**src/rtl/vc_trace_rr_arbiter.sv**
```systemverilog
// Round-robin trace arbiter: tags accepted records with {stamp, id} into a 2-entry output queue.
// Optional stall counter port enabled by defining VC_TRACE_ARB_STALL_CNT_EN.
module vc_trace_rr_arbiter #(
    parameter int NREQS      = 4,
    parameter int NUMBITS    = 32,
    parameter int ID_BITS    = 3,
    parameter int STAMP_BITS = 16
) (
    input  logic                                  clk,
    input  logic                                  reset,
    input  logic [NREQS-1:0]                      in_val,
    output logic [NREQS-1:0]                      in_rdy,
    input  logic [NREQS*NUMBITS-1:0]              in_bits,
    output logic                                  out_val,
    input  logic                                  out_rdy,
`ifdef VC_TRACE_ARB_STALL_CNT_EN
    output logic [STAMP_BITS+ID_BITS+NUMBITS-1:0] out_bits,
    output logic [15:0]                           stall_cnt
`else
    output logic [STAMP_BITS+ID_BITS+NUMBITS-1:0] out_bits
`endif
);

    localparam int unsigned NR  = NREQS;
    localparam int unsigned REC = STAMP_BITS + ID_BITS + NUMBITS;

    typedef enum logic [1:0] {EMPTY, ONE, FULL} state_t;

    state_t                  state;
    logic [REC-1:0]          head;
    logic [REC-1:0]          tail;
    logic [ID_BITS-1:0]      ptr;
    logic [STAMP_BITS-1:0]   stamp;

    logic [2*NREQS-1:0]      dbl;
    logic [NREQS-1:0]        rot;
    logic                    found;
    logic [ID_BITS-1:0]      gnt;
    int unsigned             sum;
    logic [NUMBITS-1:0]      pay;
    logic                    xfer;
    logic                    deq;
    logic [REC-1:0]          rec;

    // Rotate requests so bit 0 is the current priority holder; first set bit wins.
    assign dbl = {in_val, in_val} >> ptr;
    assign rot = dbl[NREQS-1:0];

    always_comb begin
        found = 1'b0;
        gnt   = '0;
        sum   = 0;
        for (int unsigned i = 0; i < NR; i++) begin
            if (!found && rot[i]) begin
                found = 1'b1;
                sum   = 32'(ptr) + i;
                if (sum >= NR) sum = sum - NR;
                gnt   = ID_BITS'(sum);
            end
        end
    end

    always_comb begin
        pay = '0;
        for (int unsigned i = 0; i < NR; i++) begin
            if (gnt == ID_BITS'(i)) pay = in_bits[i*NUMBITS +: NUMBITS];
        end
    end

    // Grant depends only on queue state and in_val, never on out_rdy.
    assign in_rdy  = (found && state != FULL && !reset) ? (NREQS'(1) << gnt) : '0;
    assign xfer    = |(in_val & in_rdy);
    assign out_val = (state != EMPTY);
    assign deq     = out_val && out_rdy;
    assign out_bits = head;
    assign rec     = {stamp, gnt, pay};

    always_ff @(posedge clk or posedge reset) begin
        if (reset) begin
            state <= EMPTY;
            head  <= '0;
            tail  <= '0;
            ptr   <= '0;
            stamp <= '0;
        end else begin
            stamp <= stamp + 1'b1;
            if (xfer) ptr <= (gnt == ID_BITS'(NREQS-1)) ? '0 : gnt + 1'b1;
            case (state)
                EMPTY: begin
                    if (xfer) begin
                        head  <= rec;
                        state <= ONE;
                    end
                end
                ONE: begin
                    if (xfer && deq) begin
                        head <= rec;
                    end else if (xfer) begin
                        tail  <= rec;
                        state <= FULL;
                    end else if (deq) begin
                        state <= EMPTY;
                    end
                end
                FULL: begin
                    if (deq) begin
                        head  <= tail;
                        state <= ONE;
                    end
                end
                default: state <= EMPTY;
            endcase
        end
    end

`ifdef VC_TRACE_ARB_STALL_CNT_EN
    always_ff @(posedge clk or posedge reset) begin
        if (reset) begin
            stall_cnt <= '0;
        end else if (|in_val && !xfer && stall_cnt != 16'hFFFF) begin
            stall_cnt <= stall_cnt + 16'd1;
        end
    end
`endif

endmodule

```
**config.mk**
```make
export PLATFORM = sky130hd
export DESIGN_NAME = vc_trace_rr_arbiter
export DESIGN_NICKNAME = d
export VERILOG_FILES = /design/src/rtl/vc_trace_rr_arbiter.sv
export SDC_FILE = /design/constraint.sdc
export NUM_CORES = 1
export LEC_CHECK = 0
export ABC_CLOCK_PERIOD_IN_PS = 17900
export CAP_MARGIN = 20
export CELL_PAD_IN_SITES_DETAIL_PLACEMENT = 1
export CELL_PAD_IN_SITES_GLOBAL_PLACEMENT = 2
export CORE_MARGIN = 5
export CORE_UTILIZATION = 32
export CTS_CLUSTER_SIZE = 8
export DETAILED_ROUTE_END_ITERATION = 7
export GPL_TIMING_DRIVEN = 0
export PLACE_DENSITY_LB_ADDON = 0.1
export SLEW_MARGIN = 20
export SYNTH_ARGS = -nofsm -noshare
export SYNTH_HDL_FRONTEND = slang
export SYNTH_SLANG_ARGS = --single-unit
```
**constraint.sdc**
```tcl
create_clock -name clk -period 17.9 [get_ports clk]
set_input_delay 4.475 -clock clk [delete_from_list [all_inputs] [get_ports clk]]
set_output_delay 4.475 -clock clk [all_outputs]
set_load 0.01 [all_outputs]
```
Yosys cells after proc, flatten, opt, wreduce, memory -nomap -nowiden. Index checks and enable logic that the tools add are counted.

$lt $le $gt $ge: 4. Muxes and demuxes: 28. Reduce and logical (&&, ||, !) cells: 19. Shift operators: 2. Bitwise logic cells: 2. Equality and inequality tests: 11. $add $sub $neg: 9. $mul: 0. Divide/modulo/power cells: 0.

Operators with widths (count): $mux 51 (3); $pmux 51 s3 (1); $mux 32 (4); $mux 3 (9); $add 16x1->16 const B (1); $ge 4x3->1 const B (3); $sub 3x3->3 const B (4); $mux 2 (5); $ne 2x2->1 const B (5); $add 3x2->4 const B (2); $reduce_and 4->1 (2); $shr 8x3->4 (1); $logic_and 1x1->1 (7); $eq 3x2->1 const B (2); $pmux 2 s3 (1); $add 3x1->4 const B (1); $and 4x4->4 (1); $logic_not 1->1 (4); $mux 1 (4); $mux 4 (1); $reduce_or 4->1 (1); $shl 1x3->4 const A (1); $add 3x1->3 const B (1); $eq 3x1->1 const B (1); other kinds (10) (10).

Word-level logic and storage cells: 80. Memories kept: 0. Bits in latches: 0. Bits in read-only memories: 0. Output and inout port bits: 56. Input port bits: 135. Register bits after elaboration: 123. Memory bits (writable): 0.

Longest topological paths before layout. Gate-level depths: netlist (run 1).

Depth in word-level cells: 19. Mapped depth: 18. Depth with buffers taken out: 13.

Worst setup path after synthesis (run 1). No wires, ideal clock.

Path kind: input-to-output. Start point: in reset. End point: out in_rdy[0]. Path buffers: 0. Stages: 3. Data required time: 13425 ps. Path slack: 5556 ps. Arrival time: 7869 ps. Cells stage by stage: inv_1 nand3_1 nor3_1.

Word-level cells in the longest chain between the ends: 3.

RTL lines: start: declaration (RTL line 10) `input logic reset,`; $logic_not 1->1 (no line); $logic_and 1x1->1 (RTL line 71) `assign in_rdy = (found && state != FULL && !reset) ? (NREQS'(1) << gnt) : '0;`; $mux 4 (RTL line 71); end: declaration (RTL line 12) `output logic [NREQS-1:0] in_rdy,`.

No other way between the ends.

Worst setup path after layout (run 1).
Start point: in in_val[3]. End point: out in_rdy[1].

Elaborated cells on any way between the ends: 19. Classes of those cells: 2 x shift; 9 x mux; 8 x reduce/logical.

RTL lines: start: declaration (RTL line 11) `input logic [NREQS-1:0] in_val,`; $shr 8x3->4 * (RTL line 46) `assign dbl = {in_val, in_val} >> ptr;`; $mux 1 (RTL line 54) `if (!found && rot[i]) begin`; $logic_not 1->1 (RTL line 54); $logic_and 1x1->1 (RTL line 54); $mux 1 (RTL line 54); $logic_not 1->1 (RTL line 54); $logic_and 1x1->1 (RTL line 54); $mux 1 (RTL line 54); $logic_not 1->1 (RTL line 54); $logic_and 1x1->1 (RTL line 54); $mux 3 * (RTL line 54); named net gnt[0] (RTL line 38) `logic [ID_BITS-1:0] gnt;`; $shl 1x3->4 * (RTL line 71); $mux 4 * (RTL line 71).

The timed path passes the listed nets; every way through them passes the cells marked *.

==> summary.md, run 1 <==
| Metric | Value |
|---|---|
| Status | finished, final reports clean |
| Initial antenna violation count | 0 |
| Clock power frac | 19.8% |
| Crit path kind | primary input to output port |
| Leading cell type in the layout, fill and taps excluded | clkdlybuf4s50_1 |
| Post-Syn Instances | 704 |
| Crit-path cells | clkdlybuf4s50_1, nand2b_1, o221a_2, nor4_2, o21bai_2, inv_2, ha_1, clkbuf_1, clkbuf_1, and2_1, clkdlybuf4s50_1 |
| Worst R2R Start | ptr[1] |
| Fin nets | 1050 |
| Clock buffer depth | 2 |
| Routed len/inst | 19.89 um |
| Static Leak | 4.251 nW |
| Final TNS setup | 0 ns |
| Most used DFF post-synth | dfrtp_1 |
| CP startpoint kind | primary input |
| Multi-input logic area | 3432 um^2 |
| Detailed Routing Iterations Pass 1 | 4 |
| Maximum VDD drop | 0.00008040 V |
| Critical Path RT | 13.43 ns |
| Total track usage | 19.33% |
| Clock slew at reported path FFs | 0.05 ns |
| Hold Crit Class | flop to flop |
| Initial DRC count | 216 |
| Worst Skew | 0.01146 ns |
| GR peak layer | met2 |
| Most frequent cells in the layout | 187 x clkdlybuf4s50_1, 127 x nand2_1, 123 x dfrtp_1 |
| PortBufs | 187 |
| Crit path largest cell delay | 0.64 ns |
| Hold_ws | 0.4698 ns |
| Met3 usage | 4.042% |
| TritonCTS clock tree | done |
| Sw power | 0.7129 mW |
| Hold wc startpoint | tail[12] |
| Syn avg cell area | 9.816 um^2 |
| Fmax | 79.92 MHz |
| Fillers | 2367 |
| DR vias/cell | 5.041 |
| Worst R2R Setup Slack | 13.70 ns |
| Vias in the first global route | 6766 |
| Met2 usage | 33.83% |
| Internal Power | 1.044 mW |
| Gr ovfl total | 0 |
| DP HPWL | 17.88 mm |
| Largest net degree at the start of global routing | 64 |
| Hold_buf cts | 0 |
| YS warnings | 0 |
| Worst R2R End | tail[3] |
| First-pass GRT wire length | 37.32 mm |
| Yosys top cell area share | 44.54% |
| Routed wire length | 23.85 mm |
| Min-Delay Endpoint | tail[12] |
| Drt drc | 0 |
| Final Non-Filler Cells | 1199 |
| Clk root buf | clkbuf_16 |
| Seq pwr share | 24.1% |
| Hold depth | 2 |
| Unique masters post-synth | 54 |
| Area contributors post-synth | dfrtp_1 45%, mux2_2 7.7%, nand2_1 6.9% |
| Row count | 53 |
| Largest area contributor in the netlist | dfrtp_1 |
| Asr flop ratio synth | 100.0% |
| Post-synth net total | 843 |
| Logic gate share of total power | 56.2% |
| Core region area | 21150 um^2 |
| Cell Area, Synth | 6910 um^2 |
| Sequential area share after synthesis | 44.54% |
| Gp weighted congestion | 0.8403 |
| Worst Path Max Fanout | 10 |
| Total CTS buffers | 17 |
| Least-Margin Pin Slew | 0.8290 ns |
| CTS Sinks | 123 |
| Final hold violations | 0 |
| Sw Share | 40.59% |
| Share of layout cells above drive strength 1 | 12.77% |
| Area delta synth->final | 41.19% |
| Endpoint class of the critical path | output port |
| ANT cells | 0 |
| Post-CTS Setup Bufs | 0 |
| RSZ-0062 raised after global routing | no |
| Maxcap violations | 0 |
| Vias | 6044 |
| Slew Limit Fails | 0 |
| Pwr dens | 180.0 nW/um^2 |
| Final setup viols | 0 |
| Chip Width | 157.0 um |
| #FFs+latches synth | 123 |
| Worst reg2reg path depth | 17 |
| Pwr Total | 1.757 mW |
| Initial Utilization | 32.67% |
| Clk_lat worst skew | 0.42 ns |
| Inst Count DP | 1167 |
| Post-cts gate resize count | 0 |
| CP arrival | 8.04 ns |
| Ports | 191 |
| Worst slew margin | 44.40% |
| Final ANT Viol Nets | 0 |
| GR Layer Usage met1 | 24.20% |
| Period utilization | 69.90% |
| Number of synthesized flops with an enable pin | 0 |
| FF/Latch Area | 3078 um^2 |
| Die height | 157.0 um |
| Slowest cell on crit path | clkdlybuf4s50_1 |
| Minimum clock period | 12.51 ns |
| DIE AREA | 24630 um^2 |
| H-Tree Level Count | 4 |
## through the flow
stage	util (%)	setup WS, ns	area (um^2)
floorplan	-	5.556	6910
global placement	43.14	3.086	9126
detailed placement	43.31	5.378	9161
CTS	46.12	5.373	9757
global route	46.12	5.180	9757
finish	46.12	5.387	9757
## power groups by stage
stage          logic, mW  registers, mW  clock network, mW
2_1_floorplan      0.621          0.440                  0
3_3_place_gp       0.958          0.421                  0
3_5_place_dp       0.993          0.427                  0
4_1_cts            0.998          0.423              0.355
5_1_grt             1.08          0.435              0.368
6_report           0.986          0.423              0.348
## layout make-up
type                       instances  share of cell area, %
buffer                            48                  2.372
sequential                       123                  31.55
multi-input combinational        488                  35.18
clock inverter                    12                  1.423
timing repair buffer             188                  19.47
inverter                          45                  1.808
tap                              275                  3.527
clock buffer                      20                  4.681
## kinds of logic (layout without fill, tap and decap cells)
family,after synthesis,after routing,share of synthesized area [%]
AO/OA/AOI/OAI,134,134,14.30
XOR/XNOR,14,14,1.774
adder cells (fa/ha/maj),4,4,0.7243
buffers and inverters,93,313,5.794
flip-flops,123,123,44.54
multiplexers,101,101,16.46
AND/OR/NAND/NOR,235,235,16.40
## synthesized netlist by cell type, drive strengths merged (2+ instances only)
master   instances
nor2            12
inv             45
mux2            64
mux2i           36
a21oi            3
nand2          127
ha               4
nand2b          36
and3             2
o21ai           44
xnor2           12
and2            35
a22o             3
nor3             3
o22ai            3
nand4            2
clkbuf          30
a32oi            2
dfrtp          123
buf             18
a221o           33
a31oi           32
or2              2
nand3            8
o2111ai          3
a211oi           2
xor2             2
## registers in the layout (all words and copies together) (netlist names)
| register | count |
|---|---|
| ptr | 3 |
| stamp | 16 |
| out_bits | 51 |
| state | 2 |
| tail | 51 |
## worst max path at each step
stage                     end  startpoint  slack, ns
floorplan           in_rdy[0]       reset       5.56
global placement    in_rdy[0]       reset       3.09
detailed placement  in_rdy[1]   in_val[3]       5.38
CTS                 in_rdy[1]   in_val[3]       5.37
global route        in_rdy[1]   in_val[3]       5.18
finish              in_rdy[1]   in_val[3]       5.39
## critical path, delay by kind of cell
family	cells	cell delay, ns
simple gates	3	0.75
fa+ha+maj	1	0.15
buf+inv	5	2.14
compound gates	2	0.51
## routing by layer
metal / part of all wire [%] / up-vias
met2: 50 / 136
met5: 0 / -
met4: 1.8 / 0
li1: - / 2855
met3: 4.5 / 30
met1: 44 / 3023
Note: power is estimated with default switching activity, not from simulation.
==> run 2, diff against run 1 <==
--- a/config.mk
+++ b/config.mk
@@ -5,12 +5,12 @@
 export SDC_FILE = /design/constraint.sdc
 export NUM_CORES = 1
 export LEC_CHECK = 0
-export ABC_CLOCK_PERIOD_IN_PS = 17900
+export ABC_CLOCK_PERIOD_IN_PS = 10200
 export CAP_MARGIN = 20
 export CELL_PAD_IN_SITES_DETAIL_PLACEMENT = 1
 export CELL_PAD_IN_SITES_GLOBAL_PLACEMENT = 2
 export CORE_MARGIN = 5
-export CORE_UTILIZATION = 32
+export CORE_UTILIZATION = 27
 export CTS_CLUSTER_SIZE = 8
 export DETAILED_ROUTE_END_ITERATION = 7
 export GPL_TIMING_DRIVEN = 0
==> constraint.sdc (replaced) <==
create_clock -name clk -period 10.2 [get_ports clk]
set_input_delay 2.55 -clock clk [delete_from_list [all_inputs] [get_ports clk]]
set_output_delay 2.55 -clock clk [all_outputs]
set_load 0.01 [all_outputs]
==> run 2 against run 1 <==
  * Count of clock-buffer cells in the layout decreased by 2
  * Via count increased by 0.45%
  * Routed wire length increased by 3.5%
  * Worst hold slack about the same
  * Cell count increased by 4.8%
  * First-iteration DRC count increased by 13%
  * Combinational power increased by 76%
  * Sequential share of layout area decreased by 0.24 points
  * Cell area increased by 0.76%
  * Clock power increased by 78%
==> summary.md, run 2 (synthesis results as in run 1) <==
| Metric | Value |
|---|---|
| Status | finished, final reports clean |
| Placed cell area | 9230 um^2 (+0.75%) |
| Logic gate share of total power | 56.1% (about the same) |
| Clk root buf | clkbuf_16 |
| CTS Sinks | 123 (unchanged) |
| Drt drc | 0 (unchanged) |
| Minimum clock period | 8.703 ns |
| Initial DRC count | 243 (+13%) |
| Post-CTS Setup Bufs | 0 (unchanged) |
| Crit-path cells | clkdlybuf4s50_1, nand2b_1, o221a_2, nor4_2, o21bai_2, inv_2, ha_1, clkbuf_1, clkbuf_1, and2_1, clkdlybuf4s50_1 |
| Routed len/inst | 19.66 um (-1.2%) |
| Clock slew at reported path FFs | 0.05 ns (about the same) |
| Core region area | 25180 um^2 (+19%) |
| Initial Utilization | 27.44% (-5.2 points) |
| Fmax | 114.9 MHz |
| Static Leak | 4.253 nW (about the same) |
| RSZ-0062 raised after global routing | no |
| Multi-input logic area | 3432 um^2 (unchanged) |
| Final TNS setup | 0 ns (unchanged) |
| Pwr dens | 314.9 nW/um^2 (+75%) |
| Total CTS buffers | 17 (unchanged) |
| CP startpoint kind | primary input |
| Utilization after layout | 39.04% (-7.1 points) |
| Final hold violations | 0 (unchanged) |
| Maxcap violations | 0 (unchanged) |
| Inst Count DP | 1222 (+4.7%) |
| Final setup viols | 0 (unchanged) |
| Leading cell type in the layout, fill and taps excluded | clkdlybuf4s50_1 |
| Critical Path RT | 7.65 ns (-5.78 ns) |
| Initial antenna violation count | 0 (unchanged) |
| Detailed Routing Iterations Pass 1 | 4 (unchanged) |
| Post-cts gate resize count | 0 (unchanged) |
| Ports | 191 (unchanged) |
| Sw power | 1.269 mW (+78%) |
| H-Tree Level Count | 4 (unchanged) |
| Final ANT Viol Nets | 0 (unchanged) |
| Pwr Total | 3.096 mW (+76%) |
| Vias in the first global route | 6671 (-1.4%) |
| Row count | 58 (+9.4%) |
| Largest net degree at the start of global routing | 71 (+11%) |
| Routed wire length | 24.69 mm (+3.5%) |
| Fillers | 2825 (+19%) |
| Maximum VDD drop | 0.0001672 V (+110%) |
| DP HPWL | 18.13 mm (+1.4%) |
| DP Worst Slack | 1.424 ns (-3.954 ns) |
| Hold_buf cts | 0 (unchanged) |
| Endpoint class of the critical path | output port |
| Fin nets | 1050 (unchanged) |
| Clock buffer depth | 2 (unchanged) |
| Crit path largest cell delay | 0.64 ns (about the same) |
| Met3 routed WL | 1.142 mm (+6.9%) |
| Internal Power | 1.827 mW (+75%) |
| Slowest cell on crit path | clkdlybuf4s50_1 |
| Clk_lat worst skew | 0.43 ns (about the same) |
| Crit path kind | primary input to output port |
| DR vias/cell | 4.834 (-4.1%) |
| Clock power frac | 20.0% (+0.2 points) |
| First-pass GRT wire length | 38.03 mm (+1.9%) |
| Met1 Wirelength | 10.97 mm (+5.2%) |
| Top layer used by detailed routing | met4 |
| Worst Skew | 0.01304 ns (+0.001579 ns) |
| Share of layout cells above drive strength 1 | 12.88% (+0.11 points) |
| Seq pwr share | 23.9% (-0.2 points) |
| Hold Crit Class | flop to flop |
| Slew Limit Fails | 0 (unchanged) |
| Gp weighted congestion | 0.7695 (-8.4%) |
| Area delta synth->final | 42.26% |
| Least-Margin Pin Slew | 0.9295 ns (+0.1005 ns) |
| CP arrival | 6.15 ns (-1.89 ns) |
| Slack of the critical path | 1.497 ns (-3.890 ns) |
| Gr ovfl total | 0 (unchanged) |
| Final Non-Filler Cells | 1256 (+4.8%) |
| PortBufs | 187 (unchanged) |
| Period utilization | 85.32% |
| Met2 wire length | 12.21 mm (+2.5%) |
| Die height | 170.0 um (+8.3%) |
| Worst Path Max Fanout | 10 (unchanged) |
| Total track usage | 17.02% (-2.3 points) |
| TritonCTS clock tree | done |
| Post-route cell area | 9831 um^2 (+0.76%) |
| FF/Latch Area | 3078 um^2 (unchanged) |
| Worst slew margin | 37.80% (-6.6 points) |
| Sw Share | 40.98% (+0.39 points) |
| Hold_ws | 0.4698 ns (-0.00004800 ns) |
| Vias | 6071 (+0.45%) |
| Most frequent cells in the layout | 187 x clkdlybuf4s50_1, 127 x nand2_1, 123 x dfrtp_1 |
| DIE AREA | 28890 um^2 (+17%) |
| Chip Width | 170.0 um (+8.3%) |
run 2: cell types whose count changed in the layout (fill, tap and decap cells not counted):
cell	before	now
clkbuf_8	2	1
clkinv_4	5	2
diode_2	0	2
clkbuf_1	31	30
inv_6	2	7
run 2: power groups by stage:
stage / registers, mW / logic [mW] / clock network (mW)
CTS: 0.744 / 1.76 / 0.636
floorplan: 0.772 / 1.09 / 0
global route: 0.764 / 1.90 / 0.659
global placement: 0.741 / 1.71 / 0
detailed placement: 0.751 / 1.75 / 0
finish: 0.741 / 1.74 / 0.619
run 2: cell type report:
type / count / share of cell area (%)
sequential: 123 / 31.31
antenna: 2 / 0.05091
clock inverter: 14 / 1.591
inverter: 45 / 1.795
tap: 330 / 4.200
timing repair buffer: 188 / 19.32
buffer: 48 / 2.355
multi-input combinational: 488 / 34.91
clock buffer: 18 / 4.467
run 2: worst paths after layout:
path / endpoint / start / slack (ns) / depth (start not counted)
setup / recovery: in_rdy[1] / in_val[3] / 1.50 / 11
hold / removal: tail[14] / tail[14] / 0.47 / 2
setup reg to reg: state[1] / ptr[1] / 5.96 / 16
hold reg to reg: tail[14] / tail[14] / 0.47 / 2
max in group asynchronous: out_bits[47] / reset / 6.92 / 3
min in group asynchronous: out_bits[4] / reset / 2.57 / 2
run 2: worst max-delay path: cells and delay by family:
kind | cells | cell delay [ns]
buf+inv | 5 | 2.16
simple gates | 3 | 0.77
compound gates | 2 | 0.52
fa+ha+maj | 1 | 0.15
run 2: layer usage:
layer	up-vias	global-route usage (%)
li1	2860	-
met1	3044	21.88
met2	145	29.16
met3	22	3.438
met4	0	4.757
met5	-	0
